<file path="src/rtl/huil_status_encoder.sv">
// Window-averages amplitude samples and encodes a 0..7 stress status with downward hysteresis.
// Latency 1 cycle after the completing sample; no backpressure. Optional macro STATUS_HOLD_EN delays decreases.
module huil_status_encoder #(
    parameter int SAMPLE_W = 8,
    parameter int WIN_LOG2 = 6,
    parameter int HYST     = 4,
    parameter int HOLD_WIN = 4
) (
    input  logic                clk,
    input  logic                reset,
    input  logic [SAMPLE_W-1:0] sample_in,
    input  logic                sample_valid,
    output logic [2:0]          status,
    output logic                status_update,
    output logic [SAMPLE_W-1:0] level
);
    localparam int ACC_W  = SAMPLE_W + WIN_LOG2;
    localparam int HYST_W = $clog2(HYST + 1);
    localparam int CMP_W  = ((SAMPLE_W > HYST_W) ? SAMPLE_W : HYST_W) + 1;
    localparam logic [CMP_W-1:0] HYST_C = CMP_W'(HYST);

    logic [ACC_W-1:0]    acc_q, acc_d;
    logic [WIN_LOG2-1:0] cnt_q, cnt_d;
    logic [2:0]          status_q, status_d;
    logic [SAMPLE_W-1:0] level_q, level_d;
    logic                upd_q, upd_d;

    logic [ACC_W-1:0]    sum;
    logic [SAMPLE_W-1:0] avg;
    logic [SAMPLE_W-1:0] thresh;
    logic [2:0]          raw;
    logic                win_done;
    logic                dec_cond;

    assign sum      = acc_q + ACC_W'(sample_in);
    assign avg      = sum[ACC_W-1:WIN_LOG2];
    assign raw      = avg[SAMPLE_W-1 -: 3];
    assign thresh   = {status_q, {(SAMPLE_W-3){1'b0}}};
    assign win_done = sample_valid && (cnt_q == '1);
    // Widened compare so avg + HYST cannot wrap below the bucket floor.
    assign dec_cond = (raw < status_q) && ((CMP_W'(avg) + HYST_C) < CMP_W'(thresh));

`ifdef STATUS_HOLD_EN
    localparam logic [3:0] HOLD_C = 4'(HOLD_WIN);
    logic [3:0] hold_q, hold_d;
`endif

    always_comb begin
        acc_d    = acc_q;
        cnt_d    = cnt_q;
        level_d  = level_q;
        status_d = status_q;
        upd_d    = 1'b0;
`ifdef STATUS_HOLD_EN
        hold_d   = hold_q;
`endif
        if (sample_valid) begin
            if (win_done) begin
                acc_d   = '0;
                cnt_d   = '0;
                level_d = avg;
                upd_d   = 1'b1;
`ifdef STATUS_HOLD_EN
                // Any window not qualifying as a decrease breaks the consecutive run.
                hold_d = '0;
                if (raw > status_q) begin
                    status_d = raw;
                end else if (dec_cond) begin
                    if (hold_q + 4'd1 >= HOLD_C) begin
                        status_d = raw;
                    end else begin
                        hold_d = hold_q + 4'd1;
                    end
                end
`else
                if ((raw > status_q) || dec_cond) begin
                    status_d = raw;
                end
`endif
            end else begin
                acc_d = sum;
                cnt_d = cnt_q + 1'b1;
            end
        end
    end

    always_ff @(posedge clk) begin
        if (reset) begin
            acc_q    <= '0;
            cnt_q    <= '0;
            status_q <= '0;
            level_q  <= '0;
            upd_q    <= 1'b0;
`ifdef STATUS_HOLD_EN
            hold_q   <= '0;
`endif
        end else begin
            acc_q    <= acc_d;
            cnt_q    <= cnt_d;
            status_q <= status_d;
            level_q  <= level_d;
            upd_q    <= upd_d;
`ifdef STATUS_HOLD_EN
            hold_q   <= hold_d;
`endif
        end
    end

    assign status        = status_q;
    assign status_update = upd_q;
    assign level         = level_q;

endmodule

</file>
<file path="config.mk">
export PLATFORM = sky130hd
export DESIGN_NAME = huil_status_encoder
export DESIGN_NICKNAME = d
export VERILOG_FILES = /design/src/rtl/huil_status_encoder.sv
export SDC_FILE = /design/constraint.sdc
export NUM_CORES = 1
export LEC_CHECK = 0
export ABC_AREA = 1
export BUFFER_PORTS_ARGS = -buffer_cell sky130_fd_sc_hd__buf_4
export CAP_MARGIN = 10
export CORE_MARGIN = 1
export CORE_UTILIZATION = 45
export DETAILED_ROUTE_END_ITERATION = 6
export GPL_ROUTABILITY_DRIVEN = 0
export GPL_TIMING_DRIVEN = 1
export PLACE_DENSITY = 0.74
export RECOVER_POWER = 100
export SLEW_MARGIN = 20
export SYNTH_ARGS = -nofsm -noshare
export SYNTH_HDL_FRONTEND = slang
export SYNTH_SLANG_ARGS = --single-unit
</file>
<file path="constraint.sdc">
create_clock -name clk -period 4.7 [get_ports clk]
set_input_delay 0.235 -clock clk [delete_from_list [all_inputs] [get_ports clk]]
set_output_delay 0.235 -clock clk [all_outputs]
set_load 0.05 [all_outputs]
</file>
==> results.cfg, run 1 <==
[clocking]
clk_path_buf_depth = 2
ctsHoldBuffers = 0
htreeDepth = 2
cts_root_buffer = clkbuf_8
cts_resized = 0
clkTransAtPathRegs_ps = 70
worstSkewPairLatency_ps = 290
post_cts_buffers = 0
clock-sinks = 32
cts_tree = built
numCtsBuffers = 5

[global_routing]
grt_pass1_wl_mm = 7.058
antenna_found_initial = 0
grt_max_degree = 18
grt_remaining_overflow = 0
grt_pass1_vias = 1728
track_usage = 0.2084

[run]
max_cap_viol_count = 0

[worst_setup_path]
worstPathMaxFanout = 6
ff2ff_path_depth = 18
r2r-start = acc_q[0]
regToRegSetupSlack_ps = 1460
critical_path.cell_chain = ha_1, fa_1, nand2_1, nand2_1, nand3_1, nand2_1, nand3_1, xor2_1, ha_1, nand2_1, nor2_1, a211oi_1, nor3b_1, nor2_1, nand2_1, nand2_1, nand2_1, nor2_1
end_kind = flop
crit_start = acc_q[0]
crit_required_ps = 4930
cpMostUsedCell = nand2_1
cp.arrival_ps = 3470
cp_top_family = simple AND/OR/NAND/NOR gates
max_stage_delay_ps = 450
cp_slowest_cell = xor2_1
worst_r2r_endpoint = status[2]
cp_num_buf_inv = 0
crit_type = reg -> reg
start_kind = flop

[min_path]
hp-start = sample_valid
whs_path_depth = 3
hold_path_end = cnt_q[1]
hold_path_class = in -> reg

[logic_synthesis]
yosysSeqAreaShare = 0.3274
yosysWarnings = 0
syn_nets = 310
synth_cell_types = 28
syn_area_um2 = 1957
syn_inst = 284
synthArstFlopShare = 0
ys_ff_latch = 32
synth_ff_type = dfxtp_1
syn_avg_cell_area_um2 = 6.890
synth-edff-count = 0

[sta]
relSlewSlack = 0.4247
hold_violations = 0
setup_slack_ps = 1461
setup_violations = 0
max_freq_ghz = 0.3088
drv_slew = 0
rsz0062_at_grt = false
fin_setup_tns_ps = 0
period_needed_ps = 3239
period_share = 0.6891
worst_pin_slew_ps = 859.7
clock_skew_ps = 5.554

[finish]
drive_above_1_share = 0.09416
final_util = 0.5377
area_delta_synth_final_pct = 12.28
final_common_cell = nand2_1
final_nets = 333
layout_common_cells = 88 x nand2_1, 36 x inv_1, 32 x dfxtp_1, 28 x nor2_1, 20 x nand3_1
num_antenna_cells = 0

[drt]
first_iter_violations = 55
dr_total_vias = 1785
vias_per_cell = 4.986
drt-total-wl_mm = 4.185
ant_nets = 0
drc_errors = 0
wire_per_inst_um = 11.69
drtPass1Iterations = 4

[die]
ios = 23
die_h_um = 67.95
placementRows = 23
die_w_um = 67.95
start_util = 0.4789
dieArea_um2 = 4617
core_area_um2 = 4086

[pwr]
ir_drop_v = 0.0002253
switchingPower_mw = 0.1738
p_clk_frac = 0.428
p_leak_nw = 1.038
seqPwrFrac = 0.423
internal_power_mw = 0.5084
power.total_mw = 0.6823
p_comb_frac = 0.149
netSwitchingFraction = 0.2548
p_per_area_nw_per_um2 = 310.5

[status]
status = completed

[place]
pre_cts_ws_ps = 1670
dp_hpwl_mm = 3.066
port_buffers = 22
state kept, by name, summed over array words and instances, names as in the netlist:
| register | cells |
|---|---|
| status | 3 |
| level | 8 |
| acc_q | 14 |
| cnt_q | 6 |
| status_update | 1 |
power groups by stage:
| stage | clock network (mW) | logic [mW] | registers, mW |
|---|---|---|---|
| floorplan | 0 | 0.0780 | 0.293 |
| global placement | 0 | 0.100 | 0.294 |
| detailed placement | 0 | 0.102 | 0.295 |
| CTS | 0.301 | 0.103 | 0.289 |
| global route | 0.307 | 0.117 | 0.290 |
| finish | 0.292 | 0.102 | 0.289 |
worst max path at each step:
stage                     end  slack (ps)  cells past startpoint
floorplan           status[1]        2020                     17
finish              status[2]        1460                     18
CTS                 status[1]        1620                     18
global route        status[1]        1180                     18
detailed placement  status[0]        1670                     18
global placement    status[1]        1690                     18
per-stage QoR:
| stage | instances | hold WS [ps] | cell area [µm²] |
|---|---|---|---|
| after detailed placement | 350 | 461.6 | 2152 |
| after global placement | 350 | 456.2 | 2152 |
| after floorplan | 284 | 398.5 | 1957 |
| after CTS | 358 | 229.3 | 2278 |
| final | 358 | 236.6 | 2197 |
| after global routing | 358 | 261.9 | 2197 |
final cells by class:
cell class	count	area [µm²]
fill	433	1889
multi-input combinational	210	1116
sequential	32	640.6
inverter	36	135.1
timing repair buffer	22	116.4
clock buffer	7	96.34
tap	50	62.56
clock inverter	1	30.03
cell usage after synthesis, drive strengths merged, types with 3 or more instances:
cell,n,area (µm²)
clkbuf,5,28.77
xor2,8,96.35
o21ai,9,45.04
dfxtp,32,640.6
nand4,3,18.77
nand3,23,130.1
nand2,91,354.1
or2,5,31.28
ha,14,175.2
inv,36,135.1
nor2,29,116.4
a21oi,19,95.09
worst register-to-register path: stages (launching register included):
cell and delay, ps:
dfxtp_1 320, ha_1 230, fa_1 410, nand2_1 90
nand2_1 60, nand3_1 110, nand2_1 120, nand3_1 110
xor2_1 450, ha_1 340, nand2_1 80, nor2_1 40
a211oi_1 270, nor3b_1 110, nor2_1 100, nand2_1 130
nand2_1 90, nand2_1 40, nor2_1 90
layer usage:
layer,track usage,share of wire
met1,0.2284,0.45
met2,0.3591,0.49
met3,0.04333,0.036
met4,0.1380,0.021
met5,0,0
logic make-up (layout without fill, tap and decap cells):
kind of cell             after synthesis  in the layout  synth area share
AO/OA/AOI/OAI                         31             31           0.08440
XOR/XNOR                               8              8           0.04924
adder cells (fa/ha/maj)               15             15           0.09975
flip-flops                            32             32            0.3274
AND/OR/NAND/NOR                      156            156            0.3536
buffers and inverters                 42             66           0.08567
Note: power is estimated with default switching activity, not from simulation.
==> run 2: changes to the inputs <==
--- a/config.mk
+++ b/config.mk
@@ -5,7 +5,7 @@
 export SDC_FILE = /design/constraint.sdc
 export NUM_CORES = 1
 export LEC_CHECK = 0
-export ABC_AREA = 1
+export ABC_AREA = 0
 export BUFFER_PORTS_ARGS = -buffer_cell sky130_fd_sc_hd__buf_4
 export CAP_MARGIN = 10
 export CORE_MARGIN = 1
@@ -13,7 +13,7 @@
 export DETAILED_ROUTE_END_ITERATION = 6
 export GPL_ROUTABILITY_DRIVEN = 0
 export GPL_TIMING_DRIVEN = 1
-export PLACE_DENSITY = 0.74
+export PLACE_DENSITY = 0.77
 export RECOVER_POWER = 100
 export SLEW_MARGIN = 20
 export SYNTH_ARGS = -nofsm -noshare
==> constraint.sdc (replaced) <==
create_clock -name clk -period 2.9 [get_ports clk]
set_input_delay 0.145 -clock clk [delete_from_list [all_inputs] [get_ports clk]]
set_output_delay 0.145 -clock clk [all_outputs]
set_load 0.05 [all_outputs]
==> run 2 against run 1 <==
Net effect:
- the run now ends with negative setup slack left
- first-iteration DRC count is 75% higher
- hold slack worse by 48 ps
- power is 69% higher
- final area is 20% higher
- global-route usage is 2.8 points higher
- die area is 2.2% higher
- critical path type unchanged
- critical endpoint is now status[0]
- largest cell class unchanged
- highest routed layer unchanged
==> results.cfg, run 2 <==
[status]
status = finished, violations left
violations = negative setup slack

[pwr]
p_per_area_nw_per_um2 = 437.6
p_comb_frac = 0.276
netSwitchingFraction = 0.3053
seqPwrFrac = 0.407
switchingPower_mw = 0.3526
ir_drop_v = 0.0004593
p_leak_nw = 1.092
p_clk_frac = 0.317
power.total_mw = 1.155
internal_power_mw = 0.8021

[sta]
period_needed_ps = 3465
relSlewSlack = 0.5524
clock_skew_ps = 5.435
drv_slew = 0
setup_violations = 3
max_freq_ghz = 0.2886
worst_pin_slew_ps = 671.4
rsz0062_at_grt = true
setup_slack_ps = -565.0
hold_violations = 0
period_share = 1.195
fin_setup_tns_ps = -1568

[worst_setup_path]
end_kind = flop
crit_type = reg -> reg
regToRegSetupSlack_ps = -570
start_kind = flop
worstPathMaxFanout = 4
cp.arrival_ps = 3640
ff2ff_path_depth = 15
crit_required_ps = 3070

[finish]
drive_above_1_share = 0.2709
largest-register = acc_q
final_nets = 324
nFillCells = 370
area_delta_synth_final_pct = 31.81
num_antenna_cells = 0
multi_input_area_um2 = 1379
largest_register_ffs = 14
final_common_cell = buf_4
seq_area_um2 = 641.9
layout_common_cells = 48 x buf_4, 34 x nor2_1, 31 x dfxtp_1, 19 x nand2_1, 16 x a21oi_1

[clocking]
ctsHoldBuffers = 0
htreeDepth = 2
cts_root_buffer = clkbuf_8
clk_path_buf_depth = 2
clock-sinks = 32
worstSkewPairLatency_ps = 290
numCtsBuffers = 5
cts_tree = built
clkTransAtPathRegs_ps = 70

[logic_synthesis]
synth_common_cells = 34 x nor2_1, 32 x dfxtp_1, 19 x nand2_1
syn_avg_cell_area_um2 = 8.411
synth_ff_type = dfxtp_1
synth-edff-count = 0
post-synth-top-area-cell = dfxtp_1
ys_ff_latch = 32
yosysSeqAreaShare = 0.3200
syn_nets = 264
netlist_top_cells_area = dfxtp_1 32%, ha_1 8.8%, nor2_1 6.4%
yosysWarnings = 0
syn_area_um2 = 2002
synth_cell_types = 52
synthArstFlopShare = 0
post-synth-top-area-fraction = 0.3200
synth.most_common_cell = nor2_1
syn_inst = 238

[die]
die_w_um = 68.70
core_area_um2 = 4144
placementRows = 23
die_h_um = 68.70
start_util = 0.4831
dieArea_um2 = 4720
ios = 23

[drt]
drtPass1Iterations = 4
first_iter_violations = 96
wire_per_inst_um = 14.94
drt-total-wl_mm = 5.214
vias_per_cell = 5.693
dr_total_vias = 1987
ant_nets = 0
drc_errors = 0

[global_routing]
grt_max_degree = 33
grt_pass1_vias = 1811
grt_pass1_wl_mm = 8.142
grt_remaining_overflow = 0
track_usage = 0.2363
antenna_found_initial = 0

[min_path]
whs_path_depth = 3
hold_path_class = in -> reg

[place]
port_buffers = 22
dp_hpwl_mm = 3.543

[run]
max_cap_viol_count = 0
-- run 2: cell count changes in the layout (fill, tap and decap cells not counted), moves of 6 or more --
cell     change
o21ai_0      -8
a22oi_1      +7
nand2_1     -69
nor2_1       +6
buf_4       +39
xnor2_1      +8
inv_1       -28
nand3_1     -11
-- run 2: repair_timing --
item / 4_1_cts / 5_1_grt
gates resized for setup: 3 / 11
setup endpoints to repair: 3 / 3
pin swaps: 10 / 3
setup buffers: 3 / 3
-- run 2: power groups by stage --
stage                     Clock (mW)  Sequential, mW  Combinational (mW)
after CTS                      0.371           0.468               0.295
final                          0.366           0.470               0.318
after detailed placement           0           0.478               0.290
after global routing           0.390           0.472               0.345
after global placement             0           0.477               0.283
after floorplan                    0           0.477               0.178
-- run 2: final timing paths --
kind | start | end
setup / recovery | acc_q[0] | status[0]
setup reg to reg | acc_q[0] | status[0]
hold / removal | sample_valid | acc_q[0]
hold reg to reg | level[0] | level[0]
-- run 2: worst max-delay path: stages (launching register included) --
cell	delay, ps
dfxtp_2	340
ha_4	160
fa_2	350
a211oi_2	270
o311ai_4	190
a21oi_4	180
nor3_2	60
xor2_1	180
ha_1	310
buf_4	110
buf_4	90
nand3_1	100
and3_1	200
a311o_1	300
o211ai_4	200
mux2_4	310
-- run 2: layout make-up --
cell class | count | area share
Sequential cell | 32 | 0.2432
Clock buffer | 7 | 0.03272
Timing Repair Buffer | 63 | 0.1607
Clock inverter | 1 | 0.002845
Multi-Input combinational cell | 186 | 0.5225
Tap cell | 50 | 0.02371
Inverter | 10 | 0.01422
-- run 2: routing by layer --
layer | routed length, µm | track usage | vias to the layer above
met5 | 0 | 0 | -
met3 | 269 | 0.05592 | 11
met1 | 2279 | 0.2832 | 941
met4 | 88 | 0.1071 | 0
met2 | 2577 | 0.3983 | 62
li1 | - | - | 973
-- run 2: stage by stage --
stage                     area (µm²)    util  cells  setup slack (ps)  hold WS [ps]
final                           2639  0.6368    349            -565.0         189.0
after global routing            2639  0.6368    349            -678.4         197.4
after CTS                       2614  0.6307    346            -503.0         180.1
after detailed placement        2481  0.5987    335            -580.8         456.1
after global placement          2481  0.5987    335            -497.7         450.2
after floorplan                 2031       -    238            -623.3         366.7
-- run 2: cell families (layout without fill, tap and decap cells) --
kind of cell / Yosys count / in the layout / synth area share
mux: 7 / 7 / 0.03812
flops: 32 / 32 / 0.3200
compound gates: 60 / 60 / 0.2269
xor+xnor: 17 / 17 / 0.07813
buf+inv: 20 / 81 / 0.03875
simple gates: 87 / 87 / 0.2006
fa+ha+maj: 15 / 15 / 0.09750
